**config.mk**
```make
export PLATFORM = sky130hd
export DESIGN_NAME = fb_arbiter
export DESIGN_NICKNAME = d
export VERILOG_FILES = /design/src/rtl/fb_pkg.sv /design/src/rtl/fb_wr_fifo.sv /design/src/rtl/fb_arbiter.sv
export SDC_FILE = /design/constraint.sdc
export NUM_CORES = 1
export LEC_CHECK = 0
export CORE_MARGIN = 2
export CORE_UTILIZATION = 45
export CTS_CLUSTER_DIAMETER = 50
export DETAILED_ROUTE_END_ITERATION = 8
export PLACE_DENSITY_LB_ADDON = 0.05
export SYNTH_ARGS = -nofsm -noshare
export SYNTH_HDL_FRONTEND = slang
export SYNTH_SLANG_ARGS = --single-unit
```
**constraint.sdc**
```tcl
create_clock -name clk -period 2.3 [get_ports clk]
set_input_delay 0.46 -clock clk [delete_from_list [all_inputs] [get_ports clk]]
set_output_delay 0.46 -clock clk [all_outputs]
set_load 0.01 [all_outputs]
```
**src/rtl/fb_pkg.sv**
```systemverilog
// fb_pkg: shared constants and types for the double-buffered Game Boy
// framebuffer arbiter (160x144 pixels, 2 bpp, two banks in one RAM).
package fb_pkg;

  localparam int unsigned FB_WIDTH   = 160;
  localparam int unsigned FB_HEIGHT  = 144;
  localparam int unsigned FB_DEPTH   = FB_WIDTH * FB_HEIGHT;
  localparam int unsigned ADDR_W     = 15;
  localparam int unsigned PIX_W      = 2;
  localparam int unsigned RAM_ADDR_W = ADDR_W + 1;

  typedef logic [ADDR_W-1:0] fb_addr_t;
  typedef logic [PIX_W-1:0]  pixel_t;

  // One buffered PPU pixel write.
  typedef struct packed {
    fb_addr_t addr;
    pixel_t   data;
  } fb_wr_t;

  typedef enum logic {
    C_IDLE = 1'b0,
    C_RUN  = 1'b1
  } clr_state_t;

endpackage

```
**src/rtl/fb_wr_fifo.sv**
```systemverilog
// fb_wr_fifo: small synchronous FIFO buffering PPU pixel writes.
// Ports:
//   clk, rst       clock, asynchronous active-low reset (flushes contents)
//   push/push_data enqueue one entry; ignored while full
//   pop/pop_data   dequeue head entry; ignored while empty; pop_data shows head
//   full, empty    occupancy flags derived from wrap-bit pointers
module fb_wr_fifo
  import fb_pkg::*;
#(
  parameter int unsigned DEPTH = 4
) (
  input  logic   clk,
  input  logic   rst,
  input  logic   push,
  input  fb_wr_t push_data,
  input  logic   pop,
  output fb_wr_t pop_data,
  output logic   full,
  output logic   empty
);

  localparam int unsigned AW = $clog2(DEPTH);
  localparam int unsigned PW = AW + 1;

  logic [PW-1:0] wptr;
  logic [PW-1:0] rptr;
  fb_wr_t        mem [DEPTH];
  logic          do_push;
  logic          do_pop;

  // Same index with differing wrap bits means the FIFO has lapped itself.
  assign empty    = (wptr == rptr);
  assign full     = (wptr[AW] != rptr[AW]) && (wptr[AW-1:0] == rptr[AW-1:0]);
  assign do_push  = push & ~full;
  assign do_pop   = pop & ~empty;
  assign pop_data = mem[rptr[AW-1:0]];

  // Pointer registers.
  always_ff @(posedge clk or negedge rst) begin
    if (!rst) begin
      wptr <= '0;
      rptr <= '0;
    end else begin
      if (do_push) wptr <= wptr + PW'(1);
      if (do_pop)  rptr <= rptr + PW'(1);
    end
  end

  // Storage needs no reset; the pointers define what is valid.
  always_ff @(posedge clk) begin
    if (do_push) mem[wptr[AW-1:0]] <= push_data;
  end

endmodule

```
**src/rtl/fb_arbiter.sv**
```systemverilog
// fb_arbiter: shares one single-port framebuffer RAM between scanout reads,
// buffered PPU writes and a bulk clear engine, and swaps front/back banks
// only when the back bank holds a complete frame.
// Ports:
//   clk, rst                         clock, asynchronous active-low reset
//   wr_valid/wr_ready/wr_addr/wr_data PPU pixel writes into the back bank
//   rd_req/rd_addr -> rd_valid/rd_data scanout reads from the front bank (2-cycle)
//   clr_start/clr_color -> clr_busy/clr_done  back-bank fill engine
//   frame_end, vblank -> bank, swap  bank swap sequencing
//   ram_addr/ram_din/ram_we, ram_dout RAM port ({bank, pixel} addressing)
module fb_arbiter #(
  parameter int unsigned FB_DEPTH   = fb_pkg::FB_DEPTH,
  parameter int unsigned FIFO_DEPTH = 4
) (
  input  logic        clk,
  input  logic        rst,
  input  logic        wr_valid,
  output logic        wr_ready,
  input  logic [14:0] wr_addr,
  input  logic [1:0]  wr_data,
  input  logic        rd_req,
  input  logic [14:0] rd_addr,
  output logic        rd_valid,
  output logic [1:0]  rd_data,
  input  logic        clr_start,
  input  logic [1:0]  clr_color,
  output logic        clr_busy,
  output logic        clr_done,
  input  logic        frame_end,
  input  logic        vblank,
  output logic        bank,
  output logic        swap,
  output logic [15:0] ram_addr,
  output logic [1:0]  ram_din,
  output logic        ram_we,
  input  logic [1:0]  ram_dout
);

  import fb_pkg::*;

  localparam fb_addr_t CLR_LAST = fb_addr_t'(FB_DEPTH - 1);

  logic       fifo_full;
  logic       fifo_empty;
  logic       push;
  logic       pop;
  fb_wr_t     fifo_in;
  fb_wr_t     fifo_out;

  clr_state_t clr_state;
  clr_state_t clr_state_nxt;
  fb_addr_t   clr_cnt;
  fb_addr_t   clr_cnt_nxt;
  pixel_t     clr_col;
  pixel_t     clr_col_nxt;
  logic       clr_done_nxt;

  logic       rd_gnt;
  logic       clr_gnt;
  logic       wr_gnt;
  logic       rd_pend;
  logic       swap_pending;

  // Fixed priority: read > clear > FIFO write. FIFO drains only once a clear is over.
  assign rd_gnt   = rd_req;
  assign clr_gnt  = ~rd_req & clr_busy;
  assign wr_gnt   = ~rd_req & ~clr_busy & ~fifo_empty;

  assign wr_ready = ~fifo_full;
  assign push     = wr_valid & ~fifo_full;
  assign pop      = wr_gnt;
  assign fifo_in  = '{addr: wr_addr, data: wr_data};

  assign clr_busy = (clr_state == C_RUN);

  // Swap only when the back bank can no longer change under the scanout.
  assign swap     = swap_pending & vblank & fifo_empty & ~clr_busy;

  // RAM data arrives the cycle rd_valid is high; pass it straight through.
  assign rd_data  = rd_valid ? ram_dout : 2'b00;

  fb_wr_fifo #(
    .DEPTH (FIFO_DEPTH)
  ) u_fifo (
    .clk       (clk),
    .rst       (rst),
    .push      (push),
    .push_data (fifo_in),
    .pop       (pop),
    .pop_data  (fifo_out),
    .full      (fifo_full),
    .empty     (fifo_empty)
  );

  // Clear FSM next-state.
  always_comb begin
    clr_state_nxt = clr_state;
    clr_cnt_nxt   = clr_cnt;
    clr_col_nxt   = clr_col;
    clr_done_nxt  = 1'b0;
    case (clr_state)
      C_IDLE: begin
        if (clr_start) begin
          clr_state_nxt = C_RUN;
          clr_cnt_nxt   = '0;
          clr_col_nxt   = clr_color;
        end
      end
      C_RUN: begin
        if (clr_gnt) begin
          if (clr_cnt == CLR_LAST) begin
            clr_state_nxt = C_IDLE;
            clr_done_nxt  = 1'b1;
          end else begin
            clr_cnt_nxt = clr_cnt + fb_addr_t'(1);
          end
        end
      end
      default: clr_state_nxt = C_IDLE;
    endcase
  end

  // Clear FSM registers.
  always_ff @(posedge clk or negedge rst) begin
    if (!rst) begin
      clr_state <= C_IDLE;
      clr_cnt   <= '0;
      clr_col   <= '0;
      clr_done  <= 1'b0;
    end else begin
      clr_state <= clr_state_nxt;
      clr_cnt   <= clr_cnt_nxt;
      clr_col   <= clr_col_nxt;
      clr_done  <= clr_done_nxt;
    end
  end

  // RAM port and read-return pipeline; a read's bank is captured at its grant.
  always_ff @(posedge clk or negedge rst) begin
    if (!rst) begin
      ram_addr <= '0;
      ram_din  <= '0;
      ram_we   <= 1'b0;
      rd_pend  <= 1'b0;
      rd_valid <= 1'b0;
    end else begin
      rd_pend  <= rd_gnt;
      rd_valid <= rd_pend;
      ram_we   <= clr_gnt | wr_gnt;
      if (rd_gnt) begin
        ram_addr <= {bank, rd_addr};
      end else if (clr_gnt) begin
        ram_addr <= {~bank, clr_cnt};
        ram_din  <= clr_col;
      end else if (wr_gnt) begin
        ram_addr <= {~bank, fifo_out.addr};
        ram_din  <= fifo_out.data;
      end
    end
  end

  // Bank swap bookkeeping; extra frame_end pulses while pending collapse into one.
  always_ff @(posedge clk or negedge rst) begin
    if (!rst) begin
      bank         <= 1'b0;
      swap_pending <= 1'b0;
    end else if (swap) begin
      bank         <= ~bank;
      swap_pending <= 1'b0;
    end else if (frame_end) begin
      swap_pending <= 1'b1;
    end
  end

endmodule

```
Word-level counts from Yosys, hierarchy flattened
Memories as Yosys holds them, arrays and structs flattened.
Index checks and enable logic that the tools add are counted.

word-level totals
  flip-flop bits (word level) = 48
  memory bits (writable) = 68
  input bits = 43
  output and inout bits = 27
  logic and storage cells = 67
  memories kept = 1

cells by class
  add/sub/neg operators = 3
  eq/ne operators = 7
  mux-type cells = 21
  bitwise operators = 15
  reduce and logical (&&, ||, !) cells = 7

memories
  memory      depth  width  read ports  clocked after memory_dff  wr ports  line              source
  u_fifo.mem  4      17     1           0                         1         fb_wr_fifo.sv:27  fb_wr_t mem [DEPTH];

operators with widths
  cell                     number
  $mux W16                 3
  $mux W15                 3
  $pmux W15 S2             1
  $add A15 B1 Y15 const B  1
  $eq A15 B15 Y1 const B   1
  $mux W1                  10
  $and A1 B1 Y1            9
  $add A3 B1 Y3 const B    2
  $mux W2                  3
  $not A1 Y1               5
  $ne A2 B2 Y1 const B     2
  $reduce_and A2 Y1        2
  $reduce_bool A2 Y1       2
  $eq A3 B3 Y1             1
  $reduce_and A3 Y1        1
  $reduce_bool A3 Y1       1
  $eq A2 B2 Y1             1
  $ne A2 B1 Y1 const B     1
  $pmux W1 S2              1
  $logic_and A1 B1 Y1      1
  $ne A1 B1 Y1             1
  $or A1 B1 Y1             1

Depth between registers and ports, before layout
Gate-level depths: netlist (run 1).

  depth in word-level cells = 7
  gate-level depth with buffers = 6
  gate-level depth less buffers = 5

By module
From an unflattened synthesis (run 1), not the netlist that was laid out.

second synthesis, totals
  cells, all modules = 371
  area, all modules = 5142.4 um^2

modules (own cells, without submodules)
  module      instances  cells an instance  area an instance (um^2)  seq. area each (um^2)
  fb_wr_fifo  1          140                2975.4                   2192.1
  fb_arbiter  1          231                2167.1                   1051.0

Least setup slack after synthesis (run 1)
No wires, ideal clock.

  kind = flip-flop to flip-flop
  start point = register u_fifo.rptr[1]
  end point = memory u_fifo.mem[3][0] (netlist bit), enable pin
  setup time = 0.376 ns
  data arrival time = 1.635 ns
  required time = 1.924 ns
  path slack = 0.289 ns
  cell stages (with the launch flop) = 5
  clock period less this slack = 2.011 ns
  path through = dfrtp_1 > buf_2 > xnor2_1 > a31oi_1 > and2_1

between the ends
  longest elaborated chain between the ends = 7

ends and longest elaborated chain
  element                            line                                source
  from (decl)                        fb_wr_fifo.sv:26                    logic [PW-1:0] rptr;
  from (signal assigned)             fb_wr_fifo.sv:45                    if (do_pop) rptr <= rptr + PW'(1);
  $eq A2 B2 Y1 (*)                   fb_wr_fifo.sv:33                    assign full = (wptr[AW] != rptr[AW]) && (wptr[AW-1:0] == rptr[AW-1:0]);
  $logic_and A1 B1 Y1 (*)            fb_wr_fifo.sv:33
  $not A1 Y1 (*)                     fb_wr_fifo.sv:34, fb_arbiter.sv:70
  $and A1 B1 Y1                      fb_arbiter.sv:70                    assign push = wr_valid & ~fifo_full;
  $and A1 B1 Y1 (*)                  fb_wr_fifo.sv:34                    assign do_push = push & ~full;
  $mux W1 (*)                        fb_wr_fifo.sv:51                    if (do_push) mem[wptr[AW-1:0]] <= push_data;
  $mux W1 (not written as such) (*)  fb_wr_fifo.sv:51
  to (decl)                          fb_wr_fifo.sv:27

Every way passes the cells marked *; elsewhere a longest branch is shown, timed or not.

Worst setup path in the final report (run 1)
  start point = register u_fifo.wptr[2]
  end point = output port swap

between the ends
  longest elaborated chain between the ends = 3

ends and longest elaborated chain
  element                      line              source
  from (decl)                  fb_wr_fifo.sv:25  logic [PW-1:0] wptr;
  from (signal assigned)       fb_wr_fifo.sv:44  if (do_push) wptr <= wptr + PW'(1);
  $eq A3 B3 Y1                 fb_wr_fifo.sv:32  assign empty = (wptr == rptr);
  $and A1 B1 Y1 (2 in series)  fb_arbiter.sv:77  assign swap = swap_pending & vblank & fifo_empty & ~clr_busy;
  to (decl)                    fb_arbiter.sv:32  output logic swap,

Every way passes these cells.

==> flow_summary.ini, run 1 <==
[timing]
hold_slack_ns = 0.3472
slew_violations = 0
max_freq_mhz = 446.8
final.min_clock_period_ns = 2.238
finalSetupViolCount = 0
worst_pin_slew_ns = 0.5268
finalHoldViolCount = 0
slew-limit-headroom = 0.6488
fin_skew_ns = 0.006247
setup_ws_ns = 0.06173
fin_tns_setup_ns = 0
grt_setup_unrepaired = yes
post-route-period-util = 0.9732

[global_route]
grt_pass1_vias = 3316
grt_pass1_wl_mm = 17.31
gr-total-overflow = 0
antenna_found_initial = 0
track_usage = 0.1999
grt_max_degree = 28

[finish]
final_cell_mix = edfxtp_1, clkdlybuf4s50_1, dfrtp_1
antenna_cells = 0
utilization = 0.6101
area_growth_pct = 33.44
stdcell_count = 587
final_layout_size_suffix_gt1_frac = 0.2036
nets = 484
design_area_sq_um = 6585
final_common_cell = edfxtp_1

[logic_synthesis]
synth_top_flop_cell = edfxtp_1
async_flop_share = 0.4138
synth.distinct_cells = 51
syn_nets = 378
yosys_warnings = 0
synth_area_per_cell_sq_um = 15.00
synth_edf_count = 68
ys_ff_latch = 116
synth_cells = 329
synth_seq_area_share = 0.6572
netlist_area_sq_um = 4935

[critical_path]
worst_setup_path_start_kind = flip-flop
reg2reg_depth = 6
required_ns = 1.84
end_kind = output pin
r2r_start = clr_cnt[0]$_DFFE_PN0P_
cp-startpoint = u_fifo.wptr[2]$_DFFE_PN0P_
path_class = reg -> out
worstPathArrival_ns = 1.78
cp_max_fo = 2

[die]
core_sq_um = 10790
initial_utilization = 0.4572
fp.dieArea_sq_um = 11820
pin_count = 70
num_rows = 38
die_y_microns = 108.7
fp.dieW_microns = 108.7

[drt]
drtPass1Iterations = 4
ant_nets = 0
drc = 0
routed_wl_mm = 10.92
vias = 3195
first_iter_violations = 144
viasPerCell = 5.443
avgRoutedWirePerCell_microns = 18.61

[status]
status = completed

[power]
power.leakage_nw = 2.474
swShare = 0.2613
pwr_density_cell_nw_per_um2 = 963.6
combinationalPowerShare = 0.180
power_mw = 6.346
p_int_mw = 4.687
peakVddDrop_mv = 0.5494
seqPwrFrac = 0.436
clkPwrFrac = 0.384
p_switching_mw = 1.658

[clock_tree]
cts.path.max_buffers = 2
cts_tree = built
cts-root-buf = clkbuf_8
htree_levels = 4
clk_latency_ns = 0.51
clock_sinks = 116
cts_buffers = 17
cts.clk_slew.worst_paths_ns = 0.06

[worst_hold_path]
hp-class = reg -> reg
worstHoldStart = rd_pend$_DFF_PN0_
whs_path_depth = 0

[placement]
place_area_sq_um = 5978
pre_cts_ws_ns = 0.08090
dp_hpwl_mm = 7.505
port_buffers = 69
globalplace.congestion = 0.8344
place_inst = 553

[run]
drv_cap = 0
cells in the mapped netlist, types with 2 or more instances:
| cell | number | area share |
|---|---|---|
| edfxtp_1 | 68 | 0.41 |
| dfrtp_1 | 48 | 0.24 |
| nand2_1 | 27 | 0.021 |
| mux4_2 | 17 | 0.078 |
| nor2_1 | 16 | 0.012 |
| a2bb2oi_1 | 13 | 0.023 |
| o221ai_1 | 13 | 0.023 |
| xnor2_1 | 10 | 0.018 |
| inv_1 | 9 | 0.0068 |
| and2_1 | 7 | 0.0089 |
| a21oi_1 | 6 | 0.0061 |
| ha_1 | 6 | 0.015 |
| nor4_1 | 6 | 0.0076 |
| clkbuf_1 | 5 | 0.0038 |
| nand3_1 | 5 | 0.0051 |
| o21ai_0 | 5 | 0.0051 |
| buf_2 | 4 | 0.0041 |
| nand4_1 | 4 | 0.0051 |
| o22ai_1 | 4 | 0.0051 |
| or3_1 | 4 | 0.0051 |
| mux2i_1 | 3 | 0.0061 |
| nand4b_1 | 3 | 0.0053 |
| nor3_1 | 3 | 0.0030 |
| o211ai_1 | 3 | 0.0046 |
| xor2_1 | 3 | 0.0053 |
| a211oi_1 | 2 | 0.0030 |
| a221oi_1 | 2 | 0.0036 |
| a31oi_1 | 2 | 0.0025 |
| and3_1 | 2 | 0.0025 |
| buf_4 | 2 | 0.0030 |
| buf_6 | 2 | 0.0046 |
| clkbuf_2 | 2 | 0.0020 |
| clkinv_1 | 2 | 0.0015 |
| nand2b_1 | 2 | 0.0025 |
| o31ai_1 | 2 | 0.0030 |
| or4_1 | 2 | 0.0030 |
power by group through the flow:
stage / registers (mW) / clock network [mW] / logic (mW)
finish: 2.77 / 2.43 / 1.14
global route: 2.80 / 2.57 / 1.26
CTS: 2.77 / 2.47 / 1.17
detailed placement: 2.81 / 0 / 1.13
global placement: 2.79 / 0 / 1.12
floorplan: 2.79 / 0 / 0.537
metal layers:
| layer | vias to the layer above | wire length [microns] | track usage |
|---|---|---|---|
| met4 | 0 | 153 | 0.06777 |
| met1 | 1595 | 4861 | 0.2685 |
| li1 | 1494 | - | - |
| met2 | 90 | 5313 | 0.3188 |
| met5 | - | 0 | 0 |
| met3 | 16 | 596 | 0.05140 |
worst max-delay path, stage by stage (launching register included):
cell and delay (ns):
dfrtp_1 0.41, xor2_2 0.20, nor4_4 0.32, and3_1 0.21
buf_2 0.13
final cells by class:
| type | count | area [sq um] |
|---|---|---|
| clock buffers | 17 | 414.1 |
| multi-input cells | 186 | 1567 |
| flip-flops and latches | 116 | 3243 |
| well taps | 140 | 175.2 |
| clock inverters | 14 | 137.6 |
| inverters | 11 | 41.29 |
| fillers | 844 | 4208 |
| repair buffers | 103 | 1007 |
registers in the layout, indices dropped and copies added (netlist names):
signal / flops
u_fifo.rptr: 3
clr_busy: 1
ram_we: 1
swap_pending: 1
u_fifo.mem: 68
ram_din: 2
u_fifo.wptr: 3
ram_addr: 16
rd_valid: 1
rd_pend: 1
clr_done: 1
clr_col: 2
bank: 1
clr_cnt: 15
final timing paths:
| path | end | slack (ns) |
|---|---|---|
| min in group asynchronous | rd_valid$_DFF_PN0_ | 0.46 |
| worst min register to register | rd_valid$_DFF_PN0_ | 0.35 |
| worst max register to register | clr_cnt[3]$_DFFE_PN0P_ | 0.34 |
| max in group asynchronous | clr_busy$_DFF_PN0_ | 1.31 |
| worst min-delay path | rd_valid$_DFF_PN0_ | 0.35 |
| worst max-delay path | swap | 0.06 |
timing repair:
action                                  4_1_cts  5_1_grt
resized for setup                            12        0
pin swaps                                     2        1
hold endpoints to repair                     21        0
hold buffers                                  1        0
endpoints found under the setup margin        2        1
setup buffers                                 2        0
cells by family (layout without fill, tap and decap cells):
logic type / Yosys count / count (layout) / synth area share
multiplexers: 21 / 21 / 0.08595
adder cells (fa/ha/maj): 6 / 6 / 0.01521
flip-flops: 116 / 116 / 0.6572
AND/OR/NAND/NOR: 90 / 90 / 0.1012
XOR/XNOR: 14 / 14 / 0.02637
buffers and inverters: 27 / 145 / 0.02865
AO/OA/AOI/OAI: 55 / 55 / 0.08544
Power figures use the tool's default switching activity.
==> run 2: changes to the inputs <==
CTS_CLUSTER_DIAMETER = not set   (was 50)
==> results of run 2 <==
The final DEF is identical to that of run 1; final timing and power are the same.
==> run 3: changes to the inputs <==
CORE_MARGIN = 8   (was 2)
==> flow_summary.ini, run 3 (synthesis gave the netlist of run 1 again) <==
[finish]
largest_reg_flops = 68
n_fill_cell = 838
utilization = 0.6108
multi_input_area_sq_um = 1572
stdcell_count = 584
regArea_sq_um = 3243
nets = 480
final_common_cell = edfxtp_1
final_layout_size_suffix_gt1_frac = 0.2027
area_growth_pct = 33.60
final_cell_mix = edfxtp_1, clkdlybuf4s50_1, dfrtp_1
design_area_sq_um = 6593
antenna_cells = 0

[die]
fp.dieArea_sq_um = 14570
initial_utilization = 0.4572
num_rows = 38
core_sq_um = 10790
pin_count = 70
fp.dieW_microns = 120.7
die_y_microns = 120.7

[timing]
hold_slack_ns = 0.3488
worst_pin_slew_ns = 0.5642
fin_skew_ns = 0.006724
finalSetupViolCount = 0
slew_violations = 0
final.min_clock_period_ns = 2.237
grt_setup_unrepaired = yes
max_freq_mhz = 447.1
slew-limit-headroom = 0.6238
post-route-period-util = 0.9725
fin_tns_setup_ns = 0
finalHoldViolCount = 0
setup_ws_ns = 0.06323

[critical_path]
r2r_setup_slack_ns = 0.34
path_class = reg -> out
r2r_end = clr_cnt[3]$_DFFE_PN0P_
end_kind = output pin
worstPathArrival_ns = 1.78
required_ns = 1.84
cp_max_fo = 2
reg2reg_depth = 6
worst_setup_path_start_kind = flip-flop
r2r_start = clr_cnt[0]$_DFFE_PN0P_

[placement]
pre_cts_ws_ns = 0.01583
place_area_sq_um = 5941
place_inst = 548
port_buffers = 69
dp_hpwl_mm = 7.788
globalplace.congestion = 0.8767

[power]
power_mw = 6.491
power.leakage_nw = 2.462
pwr_density_cell_nw_per_um2 = 984.7
peakVddDrop_mv = 0.6123

[worst_hold_path]
whs_endpoint = rd_valid$_DFF_PN0_
worstHoldStart = rd_pend$_DFF_PN0_
whs_path_depth = 0
hp-class = reg -> reg

[global_route]
gr-total-overflow = 0
grt_pass1_wl_mm = 18.33
grt_pass1_vias = 3423
antenna_found_initial = 0
track_usage = 0.1647
grt_max_degree = 28

[clock_tree]
cts-root-buf = clkbuf_8
htree_levels = 4
cts_tree = built
clk_latency_ns = 0.51
cts.clk_slew.worst_paths_ns = 0.06
cts.path.max_buffers = 2
cts_buffers = 17
clock_sinks = 116

[drt]
vias = 3187
first_iter_violations = 232
drc = 0
ant_nets = 0
viasPerCell = 5.457
avgRoutedWirePerCell_microns = 19.14
drtPass1Iterations = 4
routed_wl_mm = 11.18

[status]
status = completed

[run]
drv_cap = 0
## run 3: changes by cell type in the layout (fill, tap and decap cells not counted), sizes merged
cell    before  now
buf         35   31
bufinv       2    3
clkbuf      17   18
clkinv       8    5
inv         11   13
## run 3: critical path, stage by stage (launching register included)
cell and delay, ns:
dfrtp_1 0.41, xor2_2 0.20, nor4_4 0.33, and3_4 0.24
buf_6 0.10
## run 3: final cells by class
class / instances / area share
flip-flops and latches: 116 / 0.4919
multi-input cells: 186 / 0.2384
repair buffers: 99 / 0.1467
clock buffers: 18 / 0.06339
clock inverters: 14 / 0.02676
well taps: 140 / 0.02657
inverters: 11 / 0.006263
## run 3: per-layer routing
metal	track usage	vias up	wire (microns)
met3	0.04476	11	448
met5	0	-	0
met1	0.2049	1616	4957
met4	0.07026	0	123
li1	-	1489	-
met2	0.2657	71	5649
## run 3: repair_timing
action | CTS | global route
setup endpoints to repair | 2 | 2
endpoints found under the hold margin | 21 | 0
setup buffers | 3 | 0
hold buffers | 1 | 0
pin swaps | 3 | 3
resized for setup | 7 | 3
## run 3: power breakdown
part / total (mW) / switching, mW / internal [mW]
Combinational: 1.09 / 0.546 / 0.545
Clock: 2.61 / 0.950 / 1.66
Sequential: 2.79 / 0.197 / 2.59
Total: 6.49 / 1.69 / 4.80
## run 3: worst max-delay path by stage
stage                               start                         end  slack, ns
6_report       u_fifo.wptr[2]$_DFFE_PN0P_                        swap       0.06
5_1_grt        u_fifo.wptr[2]$_DFFE_PN0P_                        swap      -0.02
4_1_cts        u_fifo.rptr[2]$_DFFE_PN0P_                        swap     -0.009
3_5_place_dp   u_fifo.wptr[2]$_DFFE_PN0P_                        swap       0.02
3_3_place_gp   u_fifo.wptr[2]$_DFFE_PN0P_                        swap       0.03
2_1_floorplan  u_fifo.rptr[1]$_DFFE_PN0P_  u_fifo.mem[3][0]$_DFFE_PP_       0.29
